[config.mk]
export PLATFORM = sky130hd
export DESIGN_NAME = sn74ls193_sync
export DESIGN_NICKNAME = d
export VERILOG_FILES = /design/src/rtl/sn74ls193_sync_pkg.sv /design/src/rtl/sn74ls193_sync_edge.sv /design/src/rtl/sn74ls193_sync.sv
export SDC_FILE = /design/constraint.sdc
export NUM_CORES = 1
export LEC_CHECK = 0
export BUFFER_PORTS_ARGS = -buffer_cell sky130_fd_sc_hd__buf_2
export CORE_AREA = 5 5 42 44
export CTS_CLUSTER_SIZE = 10
export DETAILED_ROUTE_END_ITERATION = 7
export DIE_AREA = 0 0 47 49
export PLACE_DENSITY = 0.7
export SYNTH_ARGS = -nofsm -noshare
export SYNTH_HDL_FRONTEND = slang
export SYNTH_SLANG_ARGS = --single-unit
export TNS_END_PERCENT = 1
[constraint.sdc]
create_clock -name CLK -period 2.1 [get_ports CLK]
set_input_delay 0.42 -clock CLK [delete_from_list [all_inputs] [get_ports CLK]]
set_output_delay 0.42 -clock CLK [all_outputs]
set_load 0.005 [all_outputs]
[src/rtl/sn74ls193_sync_pkg.sv]
// Shared constants and the carry/borrow decode for the SN74LS193 emulation.
package sn74ls193_pkg;

  localparam int CNT_W = 4;
  localparam logic [CNT_W-1:0] CNT_MAX  = 4'b1111;
  localparam logic [CNT_W-1:0] CNT_ZERO = 4'b0000;

  // Terminal-count pulse: active while the counter sits at its limit and
  // the matching count pin is in its low phase.
  function automatic logic tc_low(input logic at_tc, input logic pin_s);
    return at_tc & ~pin_s;
  endfunction

endpackage

[src/rtl/sn74ls193_sync_edge.sv]
// Pin synchronizer plus rising-edge detector; every flop resets to 1 so a
// pin held high through reset never looks like an edge.
module sn_edge_sync #(
  parameter int STAGES = 2
) (
  input  logic clk,
  input  logic rst,
  input  logic din,
  output logic dout,
  output logic rise
);

  logic prev_q;
  logic prev_d;

  generate
    if (STAGES == 0) begin : g_bypass
      assign dout = din;
    end else begin : g_sync
      logic [STAGES-1:0] sync_q;
      logic [STAGES-1:0] sync_d;

      always_comb begin
        sync_d[0] = din;
        for (int i = 1; i < STAGES; i++) begin
          sync_d[i] = sync_q[i-1];
        end
      end

      always_ff @(posedge clk) begin
        if (rst) sync_q <= '1;
        else     sync_q <= sync_d;
      end

      assign dout = sync_q[STAGES-1];
    end
  endgenerate

  assign prev_d = dout;

  always_ff @(posedge clk) begin
    if (rst) prev_q <= 1'b1;
    else     prev_q <= prev_d;
  end

  assign rise = dout & ~prev_q;

endmodule

[src/rtl/sn74ls193_sync.sv]
// SN74LS193 up/down counter emulated on a single system clock: UP/DOWN are
// sampled pins whose rising edges step the count; load, clear, carry, borrow.
module sn74ls193_sync
  import sn74ls193_pkg::*;
#(
  parameter int WIDTH       = CNT_W,  // must be >= CNT_W; pins expose the low 4 bits
  parameter int SYNC_STAGES = 2
) (
  input  logic CLK,
  input  logic CLR,
  input  logic UP,
  input  logic DOWN,
  input  logic LOAD_N,
  input  logic D,
  input  logic C,
  input  logic B,
  input  logic A,
  output logic QD,
  output logic QC,
  output logic QB,
  output logic QA,
  output logic CO_N,
  output logic BO_N
);

  logic up_s;
  logic up_rise;
  logic down_s;
  logic down_rise;
  logic load_s;

  logic [WIDTH-1:0] q_q;
  logic [WIDTH-1:0] q_d;

  sn_edge_sync #(.STAGES(SYNC_STAGES)) u_up_sync (
    .clk  (CLK),
    .rst  (CLR),
    .din  (UP),
    .dout (up_s),
    .rise (up_rise)
  );

  sn_edge_sync #(.STAGES(SYNC_STAGES)) u_down_sync (
    .clk  (CLK),
    .rst  (CLR),
    .din  (DOWN),
    .dout (down_s),
    .rise (down_rise)
  );

  // LOAD_N is level-sensitive, so it only needs the synchronizer chain.
  generate
    if (SYNC_STAGES == 0) begin : g_load_bypass
      assign load_s = LOAD_N;
    end else begin : g_load_sync
      logic [SYNC_STAGES-1:0] load_sync_q;
      logic [SYNC_STAGES-1:0] load_sync_d;

      always_comb begin
        load_sync_d[0] = LOAD_N;
        for (int i = 1; i < SYNC_STAGES; i++) begin
          load_sync_d[i] = load_sync_q[i-1];
        end
      end

      always_ff @(posedge CLK) begin
        if (CLR) load_sync_q <= '1;
        else     load_sync_q <= load_sync_d;
      end

      assign load_s = load_sync_q[SYNC_STAGES-1];
    end
  endgenerate

  // Data pins bypass the synchronizer; a rise while the other pin is low,
  // or both rising together, leaves the count alone.
  always_comb begin
    q_d = q_q;
    if (!load_s) begin
      q_d            = '0;
      q_d[CNT_W-1:0] = {D, C, B, A};
    end else if (up_rise && down_s && !down_rise) begin
      q_d = q_q + WIDTH'(1);
    end else if (down_rise && up_s && !up_rise) begin
      q_d = q_q - WIDTH'(1);
    end
  end

  always_ff @(posedge CLK) begin
    if (CLR) q_q <= '0;
    else     q_q <= q_d;
  end

  assign {QD, QC, QB, QA} = q_q[CNT_W-1:0];
  assign CO_N = ~tc_low(&q_q, up_s);
  assign BO_N = ~tc_low(~|q_q, down_s);

endmodule

==> Word-level counts from Yosys, hierarchy flattened <==
Cells that the tools add are included.
{ "op_classes": {"n_addsub": 2, "n_eq_ne": 1, "mux": 3, "n_bitwise": 10, "reduce_logical": 9} }
{ "op_table": {"columns": ["cell", "count"], "rows": [
  ["$mux 4", 3],
  ["$not 1->1", 6],
  ["$add 4x1->4 const B", 1],
  ["$and 1x1->1", 4],
  ["$logic_and 1x1->1", 4],
  ["$reduce_and 4->1", 1],
  ["$reduce_or 4->1", 1],
  ["$sub 4x1->4 const B", 1],
  ["$logic_not 1->1", 3],
  ["$ne 3x1->1 const B", 1]
]} }
{ "totals": {"reg_bits": 12, "input_bits": 9, "output_inout_bits": 6, "elab_cells": 31} }

==> Longest topological paths before layout <==
Gate-level depths: netlist of the first run.
{ "logic_depth": {"ltp_word": 7, "mapped_depth": 7, "depth_no_buf": 7} }

==> By module <==
Synthesis of the first run repeated with hierarchy kept, for this count alone.
{ "hier_totals": {"cells_unflattened": 57, "area_unflattened_um2": 579.3} }
{ "by_module_without_submodules": {"columns": ["module", "n_inst", "cells_each", "area_each_um2", "seq_area_each_um2"], "rows": [
  ["sn74ls193_sync", 1, 43, 409.1, 120.1],
  ["sn_edge_sync", 2, 7, 85.1, 60.1]
]} }

==> Worst setup path after synthesis of the first run <==
Ideal clock, no wire load.
{ "synth_path": {"kind": "register to register", "start": "register u_up_sync.prev_q", "end": "register q_q[3]", "setup_ns": 0.082, "arrival_time_ns": 1.649, "t_required_ns": 2.018, "setup_slack_ns": 0.369, "stages_incl_launch_ff": 8, "n_path_buf": 0, "period_less_slack_ns": 1.731, "cell_sequence": "dfxtp_1 and4b_1 inv_2 ha_1 a21o_1 a2111oi_4 a22oi_2 o2111ai_1"} }
{ "synth_via": {"elab_chain_len": 6, "word_cells_on_any_way": 9, "cone_classes": "1 x eq/ne; 2 x mux; 2 x bitwise; 4 x reduce/logical"} }
{ "synth_rtl": {"columns": ["element", "line", "rtl"], "rows": [
  ["from (decl)", "sn74ls193_sync_edge.sv:13", "logic prev_q;"],
  ["from (signal assigned)", "sn74ls193_sync_edge.sv:43", "else prev_q <= prev_d;"],
  ["$not 1->1 *", "sn74ls193_sync_edge.sv:46", "assign rise = dout & ~prev_q;"],
  ["$and 1x1->1 *", "sn74ls193_sync_edge.sv:46", null],
  ["$logic_and 1x1->1 (2 in series)", "sn74ls193_sync.sv:82", "end else if (up_rise && down_s && !down_rise) begin"],
  ["$mux 4", "sn74ls193_sync.sv:82", null],
  ["$mux 4", "sn74ls193_sync.sv:79", "if (!load_s) begin"],
  ["to (signal assigned)", "sn74ls193_sync.sv:91", "else q_q <= q_d;"],
  ["to (decl)", "sn74ls193_sync.sv:32", "logic [WIDTH-1:0] q_q;"]
]} }
Every way passes the cells marked *; elsewhere a longest branch is shown, timed or not.
A chain may end at the register's enable or synchronous reset.

==> Worst setup path after layout of the first run <==
{ "layout_path": {"start": "register u_down_sync.prev_q", "end": "register q_q[3]"} }
{ "layout_via": {"elab_chain_len": 6, "word_cells_on_any_way": 9, "cone_classes": "1 x eq/ne; 2 x mux; 2 x bitwise; 4 x reduce/logical"} }
{ "layout_rtl": {"columns": ["element", "line"], "rows": [
  ["from (decl)", "sn74ls193_sync_edge.sv:13"],
  ["from (signal assigned)", "sn74ls193_sync_edge.sv:43"],
  ["$not 1->1 *", "sn74ls193_sync_edge.sv:46"],
  ["$and 1x1->1 *", "sn74ls193_sync_edge.sv:46"],
  ["$logic_not 1->1", "sn74ls193_sync.sv:82"],
  ["$logic_and 1x1->1", "sn74ls193_sync.sv:82"],
  ["$mux 4", "sn74ls193_sync.sv:82"],
  ["$mux 4", "sn74ls193_sync.sv:79"]
]} }
Marks and branches as above.

==> results of run 1 <==
[stage by stage]
| stage | hold WS, ns | cells |
|---|---|---|
| floorplan | 0.3832 | 61 |
| global placement | 0.3864 | 90 |
| detailed placement | 0.3906 | 90 |
| CTS | 0.3116 | 94 |
| global route | 0.3117 | 94 |
| finish | 0.3225 | 94 |
[state kept, by name, summed over array words and instances, names as in the netlist]
register,cells
g_load_sync.load_sync_q,2
u_down_sync.g_sync.sync_q,2
u_up_sync.prev_q,1
q_q,4
u_down_sync.prev_q,1
u_up_sync.g_sync.sync_q,2
[final timing paths]
kind,start,endpoint,slack (ns),cells after the start
max,u_down_sync.prev_q,q_q[3],0.25,7
min,DOWN,u_down_sync.g_sync.sync_q[0],0.32,2
max reg2reg,u_down_sync.prev_q,q_q[3],0.25,7
min reg2reg,u_down_sync.g_sync.sync_q[0],u_down_sync.g_sync.sync_q[1],0.41,1
[cell type report]
cell class / count / area [sq um] / share of cell area [%]
sequential: 12 / 240.2 / 32.54
clock buffer: 4 / 36.28 / 4.915
inverter: 1 / 3.754 / 0.5085
multi-input combinational: 47 / 367.9 / 49.83
tap: 16 / 20.02 / 2.712
timing repair buffer: 14 / 70.07 / 9.492
[cell families after synthesis]
| family | synth area share [%] |
|---|---|
| buffers and inverters | 1.226 |
| adders and majority gates | 7.361 |
| xor gates and xnor gates | 5.523 |
| and+or+nand+nor | 27.40 |
| AOI/OAI and AO/OA | 19.22 |
| DFF | 39.26 |
[repair_timing]
| action | 4_1_cts | 5_1_grt |
|---|---|---|
| setup endpoints to repair | 0 | 1 |
| hold buffers | 0 | 0 |
| resized for setup | 0 | 1 |
| hold endpoints to repair | 0 | 0 |
[placed cells by master (no fill, tap or decap), drive strengths merged, types with 2 or more instances in the layout]
cell,n
clkbuf,4
a211oi,3
ha,2
nand2b,2
nand2,3
xnor2,2
or2,9
dfxtp,12
nor2,6
nor3,4
buf,14
[layer usage]
| layer | routed length, microns | part of all wire, % |
|---|---|---|
| met2 | 503 | 45 |
| met3 | 89 | 7.9 |
| met5 | 0 | 0 |
| met4 | 23 | 2.0 |
| met1 | 510 | 45 |
[power groups by stage]
stage / Clock, mW / Combinational, mW / Sequential, mW
CTS: 0.188 / 0.0857 / 0.258
floorplan: 0 / 0.0601 / 0.261
finish: 0.179 / 0.0869 / 0.258
global placement: 0 / 0.0841 / 0.263
detailed placement: 0 / 0.0853 / 0.263
global route: 0.199 / 0.0985 / 0.261
[critical path, stage by stage, from the launching register on]
cell and delay, ns:
dfxtp_1 0.37, and4b_1 0.28, inv_2 0.09, ha_1 0.30, a21o_1 0.21, a2111oi_4 0.36, a22oi_2 0.08, o2111ai_1 0.10
==> flow_metrics.tcl, run 1 <==
set metrics [dict create \
    critPathArrivalTime_ns 2.05 \
    synth_edf_count 0 \
    drive_gt1_share_pct 37.18 \
    cts_buffer_depth 2 \
    layout.nets 91 \
    dieArea_sq_mm 0.002303 \
    power.leakage_nw 0.2862 \
    synth_flop_cell "dfxtp_1" \
    grt_pass1_wl_microns 2035 \
    design_area_sq_um 738.2 \
    ant_nets 0 \
    use_met3_pct 3.690 \
    swShare_pct 25.65 \
    syn_avg_cell_area_sq_um 10.03 \
    dr_total_vias 491 \
    dp_worst_setup_slack_ns 0.2397 \
    p_seq_share_pct 49.3 \
    cap_violations 0 \
    clockPowerShare_pct 34.1 \
    core-area_sq_mm 0.001401 \
    cp-end-kind "flip-flop" \
    fillers 138 \
    antenna_cells 0 \
    synth_top_area_cell "dfxtp_1" \
    start_kind "flip-flop" \
    cellInternalPower_mw 0.3894 \
    antenna_found_initial 0 \
    grt_use_met2_pct 16.52 \
    avgRoutedWirePerCell_microns 11.99 \
    grt_usage_pct 12.02 \
    cts_setup_buffers 0 \
    globalplace.congestion 0.8326 \
    synth_area_leaders "dfxtp_1, or2_1, a2111oi_4" \
    h-tree-depth 1 \
    worst_pin_slew_ns 0.4027 \
    slew_violations 0 \
    grt_pass1_vias 473 \
    p_per_area_mw_per_mm2 709.4 \
    syn-num-nets 73 \
    crit_type "flip-flop to flip-flop" \
    async_reset_ff_share_pct 0 \
    finalClockSkew_ns 0.0003342 \
    syn_area_sq_um 611.8 \
    fin_setup_tns_ns 0 \
    num_io_pins 15 \
    hold_class "primary input to flip-flop" \
    synth_cells 61 \
    grt_setup_unrepaired "false" \
    dp_hpwl_microns 885.9 \
    synth_top_area_share_pct 39.26 \
    clockRootBuffer "clkbuf_4" \
    post_drt_via_cell_ratio 5.223 \
    combPwrFrac_pct 16.6 \
    yosysWarnings 0 \
    ys_top_cells_by_count "dfxtp_1, or2_1, nor2_1" \
    cp_max_fo 5 \
    die-width_microns 47 \
    cts.sinks 12 \
    grt_max_degree 15 \
    start_util_pct 43.66 \
    clkTransAtPathRegs_ns 0.07 \
    finalWorstSetupSlack_ns 0.2458 \
    use_met1_pct 16.04 \
    timing.fmax_mhz 539.3 \
    drt-total-wl_microns 1127 \
    ys_seq_area_share_pct 39.26 \
    cts_tree "built" \
    core.rowCount 14 \
    numCtsBuffers 3 \
    relSlewSlack_pct 73.02 \
    yosysMostFrequentCell "dfxtp_1" \
    period_minus_slack_ns 1.854 \
    ir_drop_v 0.0004704 \
    worstPathRequired_ns 2.29 \
    syn_to_final_growth_pct 20.65 \
    status "complete, no violations" \
    clkLatencyLatePin_ns 0.27 \
    setup_violations 0 \
    drc 0 \
    ys_types 31 \
    timing_hold_violations_final 0 \
    totalPowerFinal_mw 0.5237 \
    die_y_microns 49 \
    overflow 0 \
    top_usage_layer "met2" \
    post-route-period-util_pct 88.30 \
    numPortBuffers 14 \
    dr.pass1.iters 4 \
    placed_area_sq_um 698.2 \
    p_sw_mw 0.1343 \
    postLayoutCoreUtil_pct 52.68 \
    ys_ff_latch 12 \
    drtIter0Drc 6 \
]
Power figures use the tool's default switching activity.
==> run 2, diff against run 1 <==
- CORE_AREA: 5 5 42 44 -> not set
- CORE_MARGIN: not set -> 5
- CORE_UTILIZATION: not set -> 40
- DIE_AREA: 0 0 47 49 -> not set
- PLACE_DENSITY: 0.7 -> 0.66
==> run 2 against run 1 <==
Final cell count stayed put. Critical path depth did not move. Total power shrank 0.49%. Core utilization down 2.8 points. Clock power is essentially flat. Sequential cell count is the same. Register-to-register slack about the same. Setup slack worse by 0.012 ns. Via count is 1.6% higher. Maximum frequency fell by 0.66%. Critical path type unchanged. Largest cell class unchanged. Highest routed layer unchanged.
==> flow_metrics.tcl, run 2 (synthesis results as in run 1) <==
set metrics [dict create \
    status "complete, no violations" \
    placedCellCount 90 \
    drt-total-wl_microns 1111 \
    worst_pin_slew_ns 0.4054 \
    drtIter0Drc 5 \
    cap_violations 0 \
    dieArea_sq_mm 0.002412 \
    path_cells "and4b_1 -> inv_2 -> ha_1 -> a21oi_1 -> a211oi_1 -> a31oi_1 -> o2111ai_1" \
    num_io_pins 15 \
    timing.fmax_mhz 535.8 \
    grt_setup_unrepaired "false" \
    crit_family "compound AO/OA/AOI/OAI gates" \
    cts_setup_buffers 0 \
    antenna_found_initial 0 \
    design_area_sq_um 734.5 \
    final_common_cell "buf_2" \
    drc 0 \
    avgRoutedWirePerCell_microns 11.82 \
    cts.sinks 12 \
    postLayoutCoreUtil_pct 49.92 \
    crit_type "flip-flop to flip-flop" \
    p_per_area_mw_per_mm2 709.5 \
    syn_to_final_growth_pct 20.04 \
    grt_pass1_wl_microns 1911 \
    cp_max_fo 5 \
    post-route-period-util_pct 88.88 \
    die_y_microns 49.11 \
    finalWorstSetupSlack_ns 0.2335 \
    final_cells 94 \
    clockRootBuffer "clkbuf_4" \
    timing_hold_violations_final 0 \
    ant_nets 0 \
    ir_drop_v 0.0004061 \
    grt_max_degree 15 \
    power.leakage_nw 0.2855 \
    numCtsBuffers 3 \
    numPortBuffers 14 \
    final_cell_mix "buf_2, dfxtp_1, or2_1, nor2_1, nor3_1" \
    overflow 0 \
    regToRegSetupSlack_ns 0.23 \
    placed_area_sq_um 698.2 \
    cts_buffer_depth 2 \
    cts_resized 0 \
    cts_tree "built" \
    h-tree-depth 1 \
    hold_buffers 0 \
    core.rowCount 14 \
    dp_hpwl_microns 864.3 \
    slowest_delay_ns 0.36 \
    finalClockSkew_ns 0.0007767 \
    globalplace.congestion 0.8228 \
    clkTransAtPathRegs_ns 0.07 \
    critPathArrivalTime_ns 2.01 \
    drive_gt1_share_pct 35.90 \
    fillers 151 \
    post_drt_via_cell_ratio 5.309 \
    antenna_cells 0 \
    dr_total_vias 499 \
    worstPathRequired_ns 2.24 \
    setup_violations 0 \
    fin_setup_tns_ns 0 \
    slew_violations 0 \
    layout.nets 91 \
    start_kind "flip-flop" \
    cp-end-kind "flip-flop" \
    core-area_sq_mm 0.001471 \
    period_minus_slack_ns 1.866 \
    grt_pass1_vias 461 \
    critPathBufInv 1 \
    die-width_microns 49.11 \
    dp_worst_setup_slack_ns 0.2608 \
    grt_usage_pct 10.06 \
    relSlewSlack_pct 72.84 \
    dr.pass1.iters 4 \
    start_util_pct 41.58 \
    crit_slowest_cell "ha_1" \
    clkLatencyLatePin_ns 0.26 \
    largest_register_ffs 4 \
    hold_class "primary input to flip-flop" \
    top_register "q_q" \
]
-- run 2: cell counts in the layout (fill, tap and decap cells not counted) --
No cell type changed its count.
-- run 2: worst paths after layout --
check / start / to / cells after the start
setup / recovery: u_up_sync.prev_q / q_q[3] / 7
hold / removal: UP / u_up_sync.g_sync.sync_q[0] / 2
setup reg to reg: u_up_sync.prev_q / q_q[3] / 7
hold reg to reg: u_up_sync.g_sync.sync_q[0] / u_up_sync.g_sync.sync_q[1] / 1
-- run 2: layout make-up --
type,count,area [sq um],share of cell area (%)
sequential,12,240.2,32.71
clock buffer,4,36.28,4.940
timing repair buffer,14,70.07,9.540
multi-input combinational,47,364.1,49.57
tap,16,20.02,2.726
inverter,1,3.754,0.5111
-- run 2: worst reg2reg max path, stage by stage (launching register included) --
cell	delay [ns]
dfxtp_1	0.33
and4b_1	0.30
inv_2	0.09
ha_1	0.36
a21oi_1	0.26
a211oi_1	0.11
a31oi_1	0.18
o2111ai_1	0.12
-- run 2: report_power, final --
group	switching (mW)	leakage, nW	total, mW	internal, mW
Clock	0.0726	0.0210	0.178	0.105
Sequential	0.0168	0.0990	0.258	0.241
Combinational	0.0433	0.165	0.0853	0.0420
Total	0.133	0.285	0.521	0.388
-- run 2: routing by layer --
layer / track usage, % / wire (microns) / vias to the layer above / share of wire [%]
met3: 3.670 / 66 / 4 / 5.9
met4: 8.072 / 29 / 0 / 2.6
met1: 12.52 / 534 / 227 / 48
met2: 13.52 / 481 / 13 / 43
met5: 0 / 0 / - / 0
li1: - / - / 255 / -
-- run 2: stage by stage --
| step | total power [mW] | hold slack [ns] |
|---|---|---|
| after floorplan | 0.3209 | 0.3832 |
| final | 0.5211 | 0.3273 |
| after global placement | 0.3487 | 0.3844 |
| after detailed placement | 0.3502 | 0.3912 |
| after global routing | 0.5544 | 0.3221 |
| after CTS | 0.5331 | 0.3173 |
==> run 3, diff against run 2 <==
- CORE_MARGIN: 5 -> not set
- PLACE_DENSITY: 0.66 -> 0.68
- clock period: 2.1 -> 1.7 ns (I/O delays scaled with it)
==> run 3 against run 2 <==
Setup slack got worse by 0.21 ns. Critical path depth did not move. Routed wire length increased by 21%. Count of clock-buffer cells in the layout did not move. Global-route usage rose by 9.6 points. Combinational power grew 79%. Clock power rose by 27%. Total power is 34% higher. Critical endpoint unchanged. Design area rose by 18%.
==> flow_metrics.tcl, run 3 (synthesis results as in run 1) <==
set metrics [dict create \
    worst_pin_slew_ns 0.4474 \
    post_drt_via_cell_ratio 5.267 \
    p_seq_share_pct 45.8 \
    core.rowCount 13 \
    syn_to_final_growth_pct 41.72 \
    avgRoutedWirePerCell_microns 13.27 \
    drc 0 \
    numPortBuffers 14 \
    num_io_pins 15 \
    cp-end-kind "flip-flop" \
    grt_max_degree 15 \
    antenna_cells 0 \
    p_per_area_mw_per_mm2 806.3 \
    ff2ff_path_depth 7 \
    clkLatencyLatePin_ns 0.27 \
    cts_tree "built" \
    setup_violations 0 \
    postLayoutCoreUtil_pct 63.46 \
    core-area_sq_mm 0.001366 \
    dp_hpwl_microns 885.9 \
    clkTransAtPathRegs_ns 0.08 \
    cts.sinks 12 \
    slew_violations 0 \
    r2r-end "q_q[3]" \
    min_from "LOAD_N" \
    drive_gt1_share_pct 54.65 \
    numCtsBuffers 3 \
    layout.nets 99 \
    clockRootBuffer "clkbuf_4" \
    cellInternalPower_mw 0.5087 \
    grt_pass1_wl_microns 2076 \
    swShare_pct 27.24 \
    hold_class "primary input to flip-flop" \
    final_cells 101 \
    multi_input_area_sq_um 435.4 \
    power.leakage_nw 0.3355 \
    critPathArrivalTime_ns 1.88 \
    final_common_cell "buf_2" \
    combPwrFrac_pct 21.9 \
    p_sw_mw 0.1905 \
    status "complete, no violations" \
    grt_usage_pct 19.64 \
    hold_end "g_load_sync.load_sync_q[0]" \
    grt_setup_unrepaired "true" \
    period_minus_slack_ns 1.676 \
    drt-total-wl_microns 1340 \
    start_util_pct 44.78 \
    drtIter0Drc 12 \
    finalClockSkew_ns 0.002963 \
    regToRegSetupSlack_ns 0.02 \
    largest_register_ffs 4 \
    ant_nets 0 \
    antenna_found_initial 0 \
    fin_setup_tns_ns 0 \
    worstPathRequired_ns 1.90 \
    holdPathStages 2 \
    dr.pass1.iters 3 \
    dp_worst_setup_slack_ns 0.003815 \
    top_register "q_q" \
    cap_violations 0 \
    h-tree-depth 1 \
    clockPowerShare_pct 32.3 \
    finalWorstSetupSlack_ns 0.02374 \
    rr_startpoint "u_up_sync.prev_q" \
    cts_buffer_depth 2 \
    timing_hold_violations_final 0 \
    dieArea_sq_mm 0.001690 \
    timing.fmax_mhz 596.6 \
    start_kind "flip-flop" \
    final_cell_mix "buf_2, dfxtp_1, buf_4, or2_1, nor2_1" \
    globalplace.congestion 0.7792 \
    regArea_sq_um 242.7 \
    dr_total_vias 532 \
    overflow 0 \
    relSlewSlack_pct 70.03 \
    ir_drop_v 0.0005199 \
    placedCellCount 95 \
    grt_pass1_vias 480 \
    cp_max_fo 5 \
    totalPowerFinal_mw 0.6992 \
    crit_type "flip-flop to flip-flop" \
    fillers 111 \
    post-route-period-util_pct 98.60 \
    die-width_microns 41.11 \
    die_y_microns 41.11 \
]
==> run 3: cell count changes in the layout (fill, tap and decap cells not counted), moves of 2 or more <==
cell / before / now
dfxtp_1: 12 / 10
a211oi_1: 2 / 0
ha_4: 0 / 2
a211oi_2: 1 / 3
dfxtp_2: 0 / 2
buf_4: 0 / 8
ha_1: 2 / 0
==> run 3: power by group through the flow <==
stage	Sequential (mW)	Combinational, mW	Clock [mW]
final	0.320	0.153	0.226
after global routing	0.323	0.169	0.242
after CTS	0.317	0.124	0.235
after detailed placement	0.324	0.121	0
after global placement	0.324	0.119	0
after floorplan	0.322	0.0777	0
==> run 3: repair_timing <==
action / 4_1_cts / 5_1_grt
endpoints found under the setup margin: 1 / 2
pin swaps: 0 / 4
hold buffers: 0 / 0
buffers inserted: 0 / 2
resized for setup: 1 / 10
hold endpoints to repair: 0 / 0
==> run 3: per-stage QoR <==
step / cell area (sq um) / hold slack, ns
2_1_floorplan: 618.1 / 0.3832
3_3_place_gp: 748.2 / 0.3861
3_5_place_dp: 748.2 / 0.3891
4_1_cts: 789.5 / 0.2267
5_1_grt: 867.1 / 0.2317
6_report: 867.1 / 0.2353
==> run 3: final cells by class <==
type | instances | share of cell area [%]
clock buffers | 4 | 4.185
inverters | 1 | 0.4329
multi-input cells | 47 | 50.22
flip-flops and latches | 12 | 27.99
well taps | 15 | 2.165
repair buffers | 22 | 15.01
==> run 3: worst max-delay path by stage <==
| stage | from | endpoint | cells past startpoint |
|---|---|---|---|
| 3_3_place_gp | u_up_sync.g_sync.sync_q[1] | q_q[3] | 7 |
| 4_1_cts | u_up_sync.g_sync.sync_q[1] | q_q[3] | 7 |
| 5_1_grt | u_up_sync.prev_q | q_q[3] | 7 |
| 2_1_floorplan | u_up_sync.prev_q | q_q[3] | 7 |
| 6_report | u_up_sync.prev_q | q_q[3] | 7 |
| 3_5_place_dp | u_up_sync.g_sync.sync_q[1] | q_q[3] | 7 |
==> run 3: layer usage <==
layer | GRT usage (%) | routed length [microns] | vias to the layer above
met4 | 12.10 | 25 | 0
met5 | 0 | 0 | -
met1 | 24.42 | 614 | 245
li1 | - | - | 270
met2 | 32.42 | 659 | 13
met3 | 1.630 | 41 | 4
==> run 3: worst max-delay path, cell delays in order, from the launching register on <==
cell and delay, ns:
dfxtp_2 0.32, and4b_1 0.27, inv_2 0.09, ha_4 0.23
a21o_1 0.18, a2111oi_4 0.35, a22oi_2 0.09, o2111ai_2 0.09
